File: config.mk
export PLATFORM = sky130hd
export DESIGN_NAME = program_sequencer
export DESIGN_NICKNAME = d
export VERILOG_FILES = /design/src/rtl/program_sequencer_pkg.sv /design/src/rtl/program_sequencer_stall_timer.sv /design/src/rtl/program_sequencer.sv
export SDC_FILE = /design/constraint.sdc
export NUM_CORES = 1
export LEC_CHECK = 0
export CORE_MARGIN = 2
export CORE_UTILIZATION = 51
export CTS_BUF_LIST = sky130_fd_sc_hd__clkbuf_8
export CTS_CLUSTER_DIAMETER = 100
export DETAILED_ROUTE_END_ITERATION = 12
export PLACE_DENSITY = 0.9
export SLEW_MARGIN = 30
export SYNTH_ARGS = -nofsm -noshare
export SYNTH_HDL_FRONTEND = slang
export SYNTH_SLANG_ARGS = --single-unit
File: constraint.sdc
create_clock -name clk -period 2.5 [get_ports clk]
set_input_delay 0.5 -clock clk [delete_from_list [all_inputs] [get_ports clk]]
set_output_delay 0.5 -clock clk [all_outputs]
set_load 0.05 [all_outputs]
File: src/rtl/program_sequencer_pkg.sv
//==============================================================================
// Module   : program_sequencer_pkg
// Purpose  : Shared constants, state encoding and helpers for the sequencer.
// Revision : 1.0 - initial release
//==============================================================================
`default_nettype none

package program_sequencer_pkg;

  localparam int c_pc_width = 8;

  localparam logic [7:0] c_op_stall     = 8'hC8;
  localparam logic [7:0] c_op_loop_mark = 8'hCF;
  localparam logic [7:0] c_op_loop_end  = 8'hD8;
  localparam logic [7:0] c_op_halt      = 8'hDF;

  typedef enum logic [1:0] {
    ST_RUN   = 2'd0,
    ST_STALL = 2'd1,
    ST_HALT  = 2'd2
  } seq_state_t;

  function automatic logic [c_pc_width-1:0] inc_addr(input logic [c_pc_width-1:0] a);
    return a + 1'b1;
  endfunction

endpackage

`default_nettype wire

File: src/rtl/program_sequencer_stall_timer.sv
//==============================================================================
// Module   : stall_timer
// Purpose  : Loadable down-counter with a zero flag, used to time C8 stalls.
// Revision : 1.0 - initial release
//==============================================================================
`default_nettype none

module stall_timer #(
  parameter int WIDTH = 4
) (
  input  logic             clk,
  input  logic             reset_n,
  input  logic             load,
  input  logic [WIDTH-1:0] load_val,
  input  logic             dec,
  output logic             zero
);

  logic [WIDTH-1:0] r_cnt;

  always_ff @(posedge clk or negedge reset_n) begin
    if (!reset_n) begin
      r_cnt <= '0;
    end else if (load) begin
      r_cnt <= load_val;
    end else if (dec && (r_cnt != '0)) begin
      r_cnt <= r_cnt - 1'b1;
    end
  end

  assign zero = (r_cnt == '0);

endmodule

`default_nettype wire

File: src/rtl/program_sequencer.sv
//==============================================================================
// Module   : program_sequencer
// Purpose  : Program counter, jumps, timed stall, single-level loop and halt.
// Revision : 1.0 - initial release
//==============================================================================
`default_nettype none

module program_sequencer
  import program_sequencer_pkg::*;
#(
  parameter int STALL_CYCLES = 3,
  parameter int LOOP_ITER    = 4
) (
  input  logic                  clk,
  input  logic                  reset_n,
  input  logic                  jmp,
  input  logic                  jmp_nz,
  input  logic [3:0]            jmp_addr,
  input  logic                  dont_jmp,
  input  logic                  NOPC8,
  input  logic                  NOPCF,
  input  logic                  NOPD8,
  input  logic                  NOPDF,
  output logic [c_pc_width-1:0] pm_addr,
  output logic [c_pc_width-1:0] pc,
  output logic [c_pc_width-1:0] from_PS,
  output logic                  count_flag,
  output logic                  halted
);

  seq_state_t            r_state;
  seq_state_t            w_state_nxt;
  logic [c_pc_width-1:0] r_pc;
  logic [c_pc_width-1:0] r_loop_addr;
  logic [3:0]            r_loop_cnt;
  logic                  r_started;
  logic [c_pc_width-1:0] w_pm_addr;
  logic                  w_count_flag;
  logic                  w_jmp_take;
  logic                  w_loop_nz;
  logic                  w_loop_set;
  logic                  w_loop_dec;
  logic                  w_stall_load;
  logic                  w_stall_dec;
  logic                  w_stall_zero;

  stall_timer #(
    .WIDTH(4)
  ) u_stall_timer (
    .clk      (clk),
    .reset_n  (reset_n),
    .load     (w_stall_load),
    .load_val (4'(STALL_CYCLES - 1)),
    .dec      (w_stall_dec),
    .zero     (w_stall_zero)
  );

  assign w_jmp_take = jmp | (jmp_nz & ~dont_jmp);
  assign w_loop_nz  = (r_loop_cnt != 4'd0);

  // Until the first edge after reset, ir holds no fetched word, so the
  // control flags are ignored and address 0 is presented for the first fetch.
  always_comb begin
    w_state_nxt  = r_state;
    w_count_flag = 1'b0;
    w_stall_load = 1'b0;
    w_stall_dec  = 1'b0;
    w_loop_set   = 1'b0;
    w_loop_dec   = 1'b0;
    if (r_started) begin
      case (r_state)
        ST_RUN: begin
          w_count_flag = NOPC8;
          if (NOPDF) begin
            w_state_nxt = ST_HALT;
          end else if (NOPC8) begin
            w_state_nxt  = ST_STALL;
            w_stall_load = 1'b1;
          end else if (NOPCF) begin
            w_loop_set = 1'b1;
          end else if (NOPD8 && w_loop_nz && !w_jmp_take) begin
            w_loop_dec = 1'b1;
          end
        end
        ST_STALL: begin
          if (!w_stall_zero) begin
            w_count_flag = 1'b1;
            w_stall_dec  = 1'b1;
          end else begin
            w_state_nxt = ST_RUN;
          end
        end
        ST_HALT: begin
          w_count_flag = 1'b1;
        end
        default: begin
          w_state_nxt = ST_RUN;
        end
      endcase
    end
  end

  always_comb begin
    w_pm_addr = inc_addr(r_pc);
    if (!r_started) begin
      w_pm_addr = '0;
    end else if (r_state == ST_HALT) begin
      w_pm_addr = r_pc;
    end else if (w_count_flag) begin
      w_pm_addr = r_pc;
    end else if (w_jmp_take) begin
      w_pm_addr = {r_pc[c_pc_width-1:4], jmp_addr};
    end else if (NOPD8 && w_loop_nz) begin
      w_pm_addr = r_loop_addr;
    end
  end

  always_ff @(posedge clk or negedge reset_n) begin
    if (!reset_n) begin
      r_state <= ST_RUN;
    end else begin
      r_state <= w_state_nxt;
    end
  end

  always_ff @(posedge clk or negedge reset_n) begin
    if (!reset_n) begin
      r_started   <= 1'b0;
      r_pc        <= '0;
      r_loop_addr <= '0;
      r_loop_cnt  <= 4'd0;
    end else begin
      r_started <= 1'b1;
      r_pc      <= w_pm_addr;
      if (w_loop_set) begin
        r_loop_addr <= inc_addr(r_pc);
        r_loop_cnt  <= 4'(LOOP_ITER);
      end else if (w_loop_dec) begin
        r_loop_cnt <= r_loop_cnt - 4'd1;
      end
    end
  end

  assign pm_addr    = w_pm_addr;
  assign pc         = r_pc;
  assign from_PS    = r_pc;
  assign count_flag = w_count_flag;
  assign halted     = (r_state == ST_HALT);

endmodule

`default_nettype wire

==> flow_metrics.env <==
export IMPL_final_cell_count_no_fill=277
export IMPL_floorplan_die_width_um=60.8
export IMPL_outcome="finished, violations left"
export IMPL_endpoint_kind="output pin"
export IMPL_maxSlewViolCount=0
export IMPL_dp_final_hpwl_um=3540
export IMPL_vias_per_cell=6.30
export IMPL_seq_area_frac_synth_pct=41.0
export IMPL_clock_tree_htree_level_count=1
export IMPL_synth_top_family_by_area="simple AND/OR/NAND/NOR gates"
export IMPL_groute_layer_met3_usage_pct=4.26
export IMPL_fmax_ghz=0.362
export IMPL_clock_sinks=27
export IMPL_muxShareOfSynthArea_pct=0
export IMPL_fin_ws_ps=-262
export IMPL_cts_root_buffer_cell="sky130_fd_sc_hd__clkbuf_8"
export IMPL_synth_common_cells="sky130_fd_sc_hd__dfrtp_1 (27), sky130_fd_sc_hd__nand2_1 (22), sky130_fd_sc_hd__nand3_1 (13)"
export IMPL_worst_hold_path_type="register to register"
export IMPL_count_of_state_elements_after_synthesis=27
export IMPL_post_route_period_util_pct=110
export IMPL_cts_tree="built"
export IMPL_yosys_warnings=0
export IMPL_placement_cell_area_um2=2280
export IMPL_yosys_area_share_simple_pct=21.8
export IMPL_syn_cell_area_um2=1650
export IMPL_synth_edff_count=0
export IMPL_global_route_usage_met1_pct=36.4
export IMPL_combPwrFrac_pct=56.5
export IMPL_placed_cells=263
export IMPL_grt_ovfl_total=0
export IMPL_relSlewSlack_pct=64.5
export IMPL_io_pin_count=39
export IMPL_cap_violations=0
export IMPL_detailedRoute_firstPassIterationCount=5
export IMPL_clock_skew_ps=5.75
export IMPL_fillers=179
export IMPL_ys_flop_type="sky130_fd_sc_hd__dfrtp_1"
export IMPL_fp_dieArea_um2=3700
export IMPL_fp_dieH_um=60.8
export IMPL_grt_start_max_net_pins=28
export IMPL_insertion_delay_ps=280
export IMPL_timing_worst_slew_pin_value_ps=530
export IMPL_place_gp_congestion=0.937
export IMPL_timing_critical_path_cells="inv_2, ha_4, or3b_4, and2_4, o31a_1, o32ai_4, buf_12"
export IMPL_core_rowCount=20
export IMPL_synth_area_leaders="sky130_fd_sc_hd__dfrtp_1 (41%), sky130_fd_sc_hd__nand2_1 (5.0%), sky130_fd_sc_hd__nand3_1 (3.9%)"
export IMPL_post_route_cell_area_um2=2530
export IMPL_post_cts_hold_buffer_count=0
export IMPL_cell_internal_pwr_mw=1.21
export IMPL_io_buffers=38
export IMPL_grt_busiest_layer="met2"
export IMPL_use_met2_pct=57.6
export IMPL_final_nets=251
export IMPL_switching_power_uw=963
export IMPL_path_clk_slew_ps=90
export IMPL_vias=1746
export IMPL_syn_num_nets=201
export IMPL_postSynthAreaPerCell_um2=8.96
export IMPL_wire_per_inst_um=19.5
export IMPL_synth_top_cell_area_share_pct=41.0
export IMPL_synth_lib_cells_used_distinct=45
export IMPL_rsz_0062_raised_after_global_routing="true"
export IMPL_timing_critical_path_required_ps=2000
export IMPL_start_kind="register"
export IMPL_cts_buffer_depth=2
export IMPL_grt_pass1_vias=1777
export IMPL_post_synth_top_count_cell="sky130_fd_sc_hd__dfrtp_1"
export IMPL_remaining_drc_errors=0
export IMPL_core_area_um2=3050
export IMPL_synth_compound_gate_area_share_pct=20.7
export IMPL_dr_first_iter_drc_count=127
export IMPL_power_share_sequential_pct=31.4
export IMPL_layout_core_utilization_pct=82.8
export IMPL_synth_xor_area_share_pct=4.25
export IMPL_pwr_share_clk_pct=12.1
export IMPL_cp_slowest_stage_delay_ps=410
export IMPL_area_delta_synth_final_pct=53.4
export IMPL_wire_length_of_the_first_global_routing_pass_um=8600
export IMPL_post_synth_top_area_cell="sky130_fd_sc_hd__dfrtp_1"
export IMPL_leakage_nw=1.05
export IMPL_postSynth_asyncResetShare_pct=100
export IMPL_timing_setup_critical_path_class="register to output pin"
export IMPL_postRouteAntennaNets=0
export IMPL_num_antenna_cells=0
export IMPL_netlist_instances=184
export IMPL_final_layout_size_suffix_gt1_share_pct=32.6
export IMPL_grtUsageTotal_pct=32.2
export IMPL_pre_cts_ws_ps=-136
export IMPL_violations_in_the_final_reports="negative setup slack"
export IMPL_finalHoldViolations=0
export IMPL_routed_wl_um=5410
export IMPL_ir_drop_mv=0.665
export IMPL_numCtsBuffers=3
export IMPL_power_switching_share_pct=44.3
export IMPL_critPathSlowestCell="sky130_fd_sc_hd__dfrtp_1"
export IMPL_final_setup_violation_count=8
export IMPL_post_route_min_period_ps=2760
export IMPL_critical_path_arrival_ps=2260
export IMPL_synth_fa_ha_area_share_pct=3.04
export IMPL_initial_utilization_pct=54.0
export IMPL_total_power_divided_by_cell_area_nw_per_um2=860
export IMPL_number_of_antenna_violations_at_the_first_check_in_global_routing=0
export IMPL_crit_path_max_fanout=4
cell families (layout without fill, tap and decap cells):
group / count (synthesis) / count (layout)
and+or+nand+nor: 67 / 67
AOI/OAI and AO/OA: 49 / 49
buffers and inverters: 28 / 77
DFF: 27 / 27
xor gates and xnor gates: 8 / 8
adders and majority gates: 4 / 4
other: 1 / 1
critical path: cells and delay by family (launching register included):
family | cells | cell delay, ps
compound gates | 2 | 600
simple gates | 2 | 560
fa+ha+maj | 1 | 130
buf+inv | 2 | 280
flops | 1 | 410
sequential cells by signal, summed over array words and instances, names as in the netlist:
signal,flops
from_PS,8
r_loop_addr,8
r_loop_cnt,4
r_started,1
r_state,2
u_stall_timer.r_cnt,4
timing repair:
action                     in CTS  in global routing
buffers inserted                8                  2
pin swaps                      12                  4
gates resized for setup        22                  7
setup endpoints to repair       9                  9
cells in the final DEF, fill, tap and decap left out, types with 4 or more instances in the layout:
master,n
sky130_fd_sc_hd__clkdlybuf4s50_1,29
sky130_fd_sc_hd__dfrtp_1,26
sky130_fd_sc_hd__buf_4,24
sky130_fd_sc_hd__nand2_1,18
sky130_fd_sc_hd__nand3_1,13
sky130_fd_sc_hd__buf_12,10
sky130_fd_sc_hd__nor2_1,8
sky130_fd_sc_hd__a21oi_1,8
sky130_fd_sc_hd__o211ai_1,6
sky130_fd_sc_hd__xor2_1,6
sky130_fd_sc_hd__inv_1,5
sky130_fd_sc_hd__o21ai_0,5
sky130_fd_sc_hd__inv_2,4
routing by layer:
metal | wire length [µm] | share of wire [%]
met5 | 0 | 0
met4 | 289 | 5.3
met3 | 385 | 7.1
met2 | 2730 | 50
met1 | 2010 | 37
cell type report:
type	count	area, µm²	share of cell area (%)
clock buffer	3	41.3	1.63
clock inverter	1	7.51	0.297
inverter	9	33.8	1.34
multi-input combinational	129	1030	40.8
sequential	27	677	26.8
tap	44	55.1	2.18
timing repair buffer	64	682	27.0
metrics by stage:
stage          setup TNS (ps)  hold slack, ps  power (mW)
6_report                -1550             493        2.17
5_1_grt                 -1940             506        2.27
4_1_cts                 -1320             479        2.10
3_5_place_dp             -664             456        1.70
3_3_place_gp            -94.0             453        1.64
2_1_floorplan            -215             204        1.33
power groups by stage:
stage,sequential (mW),combinational (mW),clock [mW]
floorplan,0.721,0.605,0
global placement,0.663,0.977,0
detailed placement,0.676,1.03,0
CTS,0.674,1.16,0.260
global route,0.695,1.30,0.281
finish,0.683,1.23,0.263
worst paths after layout:
kind | start | endpoint | slack [ps] | cells past startpoint
min in group asynchronous | reset_n | u_stall_timer.r_cnt[0]$_DFFE_PN0P_ | 570 | 2
max reg2reg | u_stall_timer.r_cnt[0]$_DFFE_PN0P_ | from_PS[5]$_DFF_PN0_ | 520 | 8
max in group asynchronous | reset_n | from_PS[2]$_DFF_PN0_ | 1650 | 2
min reg2reg | r_loop_addr[1]$_DFFE_PN0P_ | r_loop_addr[1]$_DFFE_PN0P_ | 490 | 2
max | r_loop_cnt[0]$_DFFE_PN0P_ | pm_addr[7] | -260 | 7
min | r_loop_addr[1]$_DFFE_PN0P_ | r_loop_addr[1]$_DFFE_PN0P_ | 490 | 2
No activity file was read; power rests on OpenSTA's default activity.
